`config.mk`:
```
export PLATFORM = sky130hd
export DESIGN_NAME = tile_hash_scheduler
export DESIGN_NICKNAME = d
export VERILOG_FILES = /design/src/rtl/tile_hash_scheduler.sv
export SDC_FILE = /design/constraint.sdc
export NUM_CORES = 1
export LEC_CHECK = 0
export ABC_AREA = 1
export ABC_CLOCK_PERIOD_IN_PS = 1400
export BUFFER_PORTS_ARGS = -buffer_cell sky130_fd_sc_hd__buf_2
export CAP_MARGIN = 5
export CORE_MARGIN = 5
export CORE_UTILIZATION = 48
export DETAILED_ROUTE_END_ITERATION = 7
export GPL_TIMING_DRIVEN = 0
export HOLD_SLACK_MARGIN = 0.02
export PLACE_DENSITY_LB_ADDON = 0.2
export SETUP_SLACK_MARGIN = 0.4
export SLEW_MARGIN = 40
export SYNTH_ARGS = -nofsm -noshare
export SYNTH_HDL_FRONTEND = slang
export SYNTH_SLANG_ARGS = --single-unit
```
`constraint.sdc`:
```
create_clock -name clk -period 1.4 [get_ports clk]
set_input_delay 0.28 -clock clk [delete_from_list [all_inputs] [get_ports clk]]
set_output_delay 0.28 -clock clk [all_outputs]
set_load 0.02 [all_outputs]
```
`src/rtl/tile_hash_scheduler.sv`:
```
`default_nettype none
// ----------------------------------------------------------------------------
// Module  : tile_hash_scheduler
// Purpose : Round-robin share of one streaming CRC-16 tile hash engine between
//           NUM_REQ requesters. Optional counters: TILE_HASH_SCHED_STATS_EN.
// Rev     : 1.0  initial release
// ----------------------------------------------------------------------------
module tile_hash_scheduler #(
  parameter  int NUM_REQ    = 2,
  parameter  int TILE_BYTES = 16,
  localparam int ID_W       = $clog2(NUM_REQ)
) (
  input  logic                            clk,
  input  logic                            rst_n,
  input  logic [NUM_REQ-1:0]              req_valid_i,
  input  logic [NUM_REQ*TILE_BYTES*8-1:0] req_tile_i,
  output logic [NUM_REQ-1:0]              req_ready_o,
  output logic                            eng_data_valid_o,
  output logic [7:0]                      eng_data_in_o,
  output logic                            eng_data_last_o,
  input  logic                            eng_hash_valid_i,
  input  logic [15:0]                     eng_hash_out_i,
  output logic                            rsp_valid_o,
  output logic [ID_W-1:0]                 rsp_id_o,
  output logic [15:0]                     rsp_hash_o,
  input  logic                            rsp_ready_i,
  output logic                            busy_o
`ifdef TILE_HASH_SCHED_STATS_EN
  ,
  output logic [31:0]                     stat_tiles_o,
  output logic [31:0]                     stat_stall_o
`endif
);

  localparam int TILE_W = TILE_BYTES * 8;
  localparam int CNT_W  = (TILE_BYTES > 1) ? $clog2(TILE_BYTES) : 1;

  typedef enum logic [1:0] {
    S_IDLE   = 2'd0,
    S_STREAM = 2'd1,
    S_WAIT   = 2'd2,
    S_RESP   = 2'd3
  } state_t;

  state_t            state_q, state_d;
  logic [TILE_W-1:0] shift_q, shift_d;
  logic [CNT_W-1:0]  byte_cnt_q, byte_cnt_d;
  logic [ID_W-1:0]   rr_last_q, rr_last_d;
  logic [ID_W-1:0]   id_q, id_d;
  logic [15:0]       hash_q, hash_d;

  logic              grant_found;
  logic [ID_W-1:0]   grant_idx;
  logic [ID_W-1:0]   cand;
  int unsigned       cand_i;
  logic              accept;
  logic              last_byte;

  // Search starts one past the previous winner so every requester gets a turn.
  always_comb begin
    grant_found = 1'b0;
    grant_idx   = '0;
    cand_i      = 0;
    cand        = '0;
    for (int k = 1; k <= NUM_REQ; k++) begin
      cand_i = (int'(rr_last_q) + k) % NUM_REQ;
      cand   = ID_W'(cand_i);
      if (!grant_found && req_valid_i[cand]) begin
        grant_found = 1'b1;
        grant_idx   = cand;
      end
    end
  end

  // Gating with rst_n keeps a requester from believing a tile was taken while reset wins.
  assign accept      = (state_q == S_IDLE) && grant_found && rst_n;
  assign req_ready_o = accept ? (NUM_REQ'(1) << grant_idx) : '0;
  assign last_byte   = (byte_cnt_q == CNT_W'(TILE_BYTES - 1));

  always_comb begin
    state_d    = state_q;
    shift_d    = shift_q;
    byte_cnt_d = byte_cnt_q;
    rr_last_d  = rr_last_q;
    id_d       = id_q;
    hash_d     = hash_q;
    case (state_q)
      S_IDLE: begin
        if (accept) begin
          for (int i = 0; i < NUM_REQ; i++) begin
            if (grant_idx == ID_W'(i)) shift_d = req_tile_i[i*TILE_W +: TILE_W];
          end
          id_d       = grant_idx;
          rr_last_d  = grant_idx;
          byte_cnt_d = '0;
          state_d    = S_STREAM;
        end
      end
      S_STREAM: begin
        shift_d    = shift_q << 8;
        byte_cnt_d = byte_cnt_q + CNT_W'(1);
        if (last_byte) begin
          byte_cnt_d = '0;
          state_d    = S_WAIT;
        end
      end
      S_WAIT: begin
        if (eng_hash_valid_i) begin
          hash_d  = eng_hash_out_i;
          state_d = S_RESP;
        end
      end
      S_RESP: begin
        if (rsp_ready_i) state_d = S_IDLE;
      end
      default: state_d = S_IDLE;
    endcase
  end

  always_ff @(posedge clk) begin
    if (!rst_n) begin
      state_q    <= S_IDLE;
      shift_q    <= '0;
      byte_cnt_q <= '0;
      rr_last_q  <= ID_W'(NUM_REQ - 1);
      id_q       <= '0;
      hash_q     <= '0;
    end else begin
      state_q    <= state_d;
      shift_q    <= shift_d;
      byte_cnt_q <= byte_cnt_d;
      rr_last_q  <= rr_last_d;
      id_q       <= id_d;
      hash_q     <= hash_d;
    end
  end

  assign eng_data_valid_o = (state_q == S_STREAM);
  assign eng_data_in_o    = eng_data_valid_o ? shift_q[TILE_W-1 -: 8] : 8'h00;
  assign eng_data_last_o  = eng_data_valid_o && last_byte;
  assign rsp_valid_o      = (state_q == S_RESP);
  assign rsp_id_o         = id_q;
  assign rsp_hash_o       = hash_q;
  assign busy_o           = (state_q != S_IDLE);

`ifdef TILE_HASH_SCHED_STATS_EN
  logic [31:0] stat_tiles_q, stat_stall_q;

  always_ff @(posedge clk) begin
    if (!rst_n) begin
      stat_tiles_q <= '0;
      stat_stall_q <= '0;
    end else begin
      if (rsp_valid_o && rsp_ready_i)  stat_tiles_q <= stat_tiles_q + 32'd1;
      if (rsp_valid_o && !rsp_ready_i) stat_stall_q <= stat_stall_q + 32'd1;
    end
  end

  assign stat_tiles_o = stat_tiles_q;
  assign stat_stall_o = stat_stall_q;
`endif

endmodule
`default_nettype wire

```
==> results.yml <==
yosys:
  synth_edf_count: 0
  synth_common_cells: "nand2_1 (420), inv_1 (383), nand3_1 (252)"
  syn_nets: 1954
  async_flop_share_pct: 0
  synthFlopType: "dfxtp_1"
  synth-xor-area-share_pct: 0
  yosys.cell_count.top_type: "nand2_1"
  yosysWarningCount: 0
  yosys.area.top_type: "dfxtp_1"
  synth_adder_area_share_pct: 0.621
  seq_area_frac_synth_pct: 30.2
  synth_top_family_by_area: "simple AND/OR/NAND/NOR gates"
  synthMuxAreaShare_pct: 0
  ys_top_cells_by_area: "dfxtp_1 (30%), nand2_1 (16%), inv_1 (14%), nand3_1 (13%), nand3b_1 (8.9%)"
  netlist-cell-type-count: 22
  synth-compound-area-share_pct: 9.09
  yosys.area.top_type_share_pct: 30.2
  yosys.area_share.simple_pct: 39.4
  postSynthCellCount: 1671
  ys_ff_latch: 152
  postSynthAreaPerCell_um2: 6.02
  synth_area_um2: 10100
outcome:
  outcome: "finished, violations left"
  violations: "negative setup slack"
worst_hold_path:
  min_path_type: "in -> reg"
  whs_path_depth: 3
cts:
  cts.path.max_buffers: 2
  postCtsHoldBufs: 0
  cts_tree: "built"
  cts_root_buf: "clkbuf_16"
  htree_levels: 4
  numClockSinks: 152
  numCtsBuffers: 17
  insertion_delay_ps: 430
  clk_pin_slew_ps: 70
die:
  initial_core_util_pct: 48.3
  ios: 309
  dieArea_um2: 24000
  die_h_um: 155
  core_area_um2: 20800
  die_w_um: 155
  core.rowCount: 53
critical_path:
  path_class: "reg -> reg"
  startpoint: "state_q[1]$_SDFFE_PN0P_"
  critPathRequiredTime_ps: 1760
  rr_worst_depth: 12
  cp-end-kind: "flop"
  r2r-start: "state_q[1]$_SDFFE_PN0P_"
  reg2reg_to: "shift_q[55]$_SDFFE_PN0P_"
  critPathCapture: "shift_q[55]$_SDFFE_PN0P_"
  cp_max_fo: 6
  critPathLaunchType: "flop"
  r2r_slack_ps: -430
  cp_data_arrival_time_ps: 2200
timing:
  rsz0062_at_grt: "yes"
  hold_viol: 0
  period_share_pct: 131
  fmax_mhz: 546
  drv_slew: 0
  relSlewSlack_pct: 49.2
  finalSetupViolCount: 149
  timing.hold.ws_ps: 93.6
  fin_ws_ps: -433
  setup_tns_ps: -53160
  fin_skew_ps: 17.0
  worst_slew_pin_slew_ps: 762
  fin_crit_ps: 1830
route:
  drc: 0
  drt_iter0_markers: 705
  vias: 11900
  ant_nets: 0
  wl_um: 35900
  drt-vias-per-instance: 5.09
  drt-pass1-iter-count: 7
  routedWlPerCell_um: 15.4
grt:
  antenna_found_initial: 1
  grt_pass1_wl_um: 52700
  overflow: 0
  grt_util_all_layers_pct: 26.6
  grt_max_degree: 17
  grt_pass1_vias: 11000
pwr:
  p_sw_share_pct: 41.9
  switching_power_uw: 11600
  vdd_ir_drop_max_v: 0.000897
  static-leakage-power_uw: 0.00802
  seqPwrFrac_pct: 25.1
  combPwrFrac_pct: 57.0
  p_int_uw: 16200
  clockPowerShare_pct: 18.0
  power_density_nw_per_um2: 1870
job:
  max_cap_viol_count: 0
finish:
  layout-drive-gt1-share_pct: 31.5
  nets: 2333
  area_growth_syn_to_layout_pct: 47.5
  n_antenna_cell: 0
place:
  gp_congestion: 0.878
  place_hpwl_um: 24200
  port_buffers: 306
sequential cells by signal, summed over array words and instances, names as in the netlist:
signal and cells:
byte_cnt_q 4, rr_last_q 1, rsp_hash_o 16, rsp_id_o 1, shift_q 128, state_q 2
layer usage:
| layer | global-route usage (%) | up-vias | wire (µm) |
|---|---|---|---|
| met5 | 0 | - | 7 |
| met4 | 8.37 | 2 | 919 |
| met3 | 4.59 | 76 | 2380 |
| met2 | 44.2 | 440 | 17300 |
| met1 | 35.2 | 5406 | 15300 |
| li1 | - | 5971 | - |
worst max-delay path, stage by stage, from the launching register on:
cell and delay (ps):
dfxtp_2 360, inv_4 60, ha_4 160, buf_8 140, buf_4 140, buf_8 130
nand2_8 120, nand2_8 120, clkbuf_16 190, clkbuf_16 160, nand3_2 70, nand2_1 60
inv_1 70
repair_timing:
item / in CTS / in global routing
endpoints found under the setup margin: 183 / 183
buffers inserted: 23 / 10
cloned: 3 / 18
pin swaps: 13 / 64
gates resized for setup: 116 / 181
cell families after synthesis:
| family | Yosys count |
|---|---|
| AOI/OAI and AO/OA | 152 |
| adders and majority gates | 5 |
| buffers and inverters | 515 |
| DFF | 152 |
| and+or+nand+nor | 847 |
power by group through the flow:
stage               Clock, µW  Combinational (µW)  Sequential [µW]
finish                   5000               15800             6970
global route             5190               17200             7120
CTS                      4980               12700             6870
detailed placement          0               11300             6900
global placement            0               11000             6850
floorplan                   0                8300             6770
worst min path at each step:
| stage | to | startpoint | slack (ps) |
|---|---|---|---|
| 2_1_floorplan | rsp_hash_o[0]$_SDFFE_PN0P_ | eng_hash_out_i[0] | 440 |
| 3_3_place_gp | rsp_hash_o[3]$_SDFFE_PN0P_ | rsp_hash_o[3]$_SDFFE_PN0P_ | 460 |
| 3_5_place_dp | rsp_id_o$_SDFFE_PN0P_ | rsp_id_o$_SDFFE_PN0P_ | 460 |
| 4_1_cts | rsp_hash_o[6]$_SDFFE_PN0P_ | eng_hash_out_i[6] | 90 |
| 5_1_grt | rsp_hash_o[10]$_SDFFE_PN0P_ | eng_hash_out_i[10] | 100 |
| 6_report | rsp_hash_o[4]$_SDFFE_PN0P_ | eng_hash_out_i[4] | 90 |
cell usage in the layout, fill, tap and decap left out, types with 37 or more instances in the layout:
cell type | Yosys | final
nand3_2 | 1 | 58
buf_6 | 5 | 37
buf_4 | 4 | 37
a31oi_1 | 120 | 103
clkbuf_16 | 0 | 38
nand2_1 | 420 | 403
nand3b_1 | 120 | 120
inv_1 | 383 | 366
dfxtp_1 | 152 | 147
buf_2 | 74 | 326
nand3_1 | 252 | 192
cell type report:
| type | instances | area, µm² |
|---|---|---|
| Sequential cell | 152 | 3050 |
| Timing Repair Buffer | 359 | 2450 |
| Inverter | 385 | 1480 |
| Buffer | 130 | 1120 |
| Multi-Input combinational cell | 1005 | 5770 |
| Tap cell | 275 | 344 |
| Clock buffer | 22 | 484 |
| Fill cell | 1721 | 5980 |
| Clock inverter | 8 | 145 |
through the flow:
| stage | setup WS, ps | util [%] | instance area [µm²] | power (µW) | std cells |
|---|---|---|---|---|---|
| detailed placement | -414 | 58.7 | 12200 | 18200 | 2252 |
| global route | -458 | 71.3 | 14800 | 29500 | 2336 |
| finish | -433 | 71.3 | 14800 | 27800 | 2336 |
| CTS | -396 | 64.8 | 13500 | 24500 | 2308 |
| floorplan | 41.9 | - | 10300 | 15100 | 1671 |
| global placement | -418 | 58.7 | 12200 | 17900 | 2252 |
Note: power is estimated with default switching activity, not from simulation.
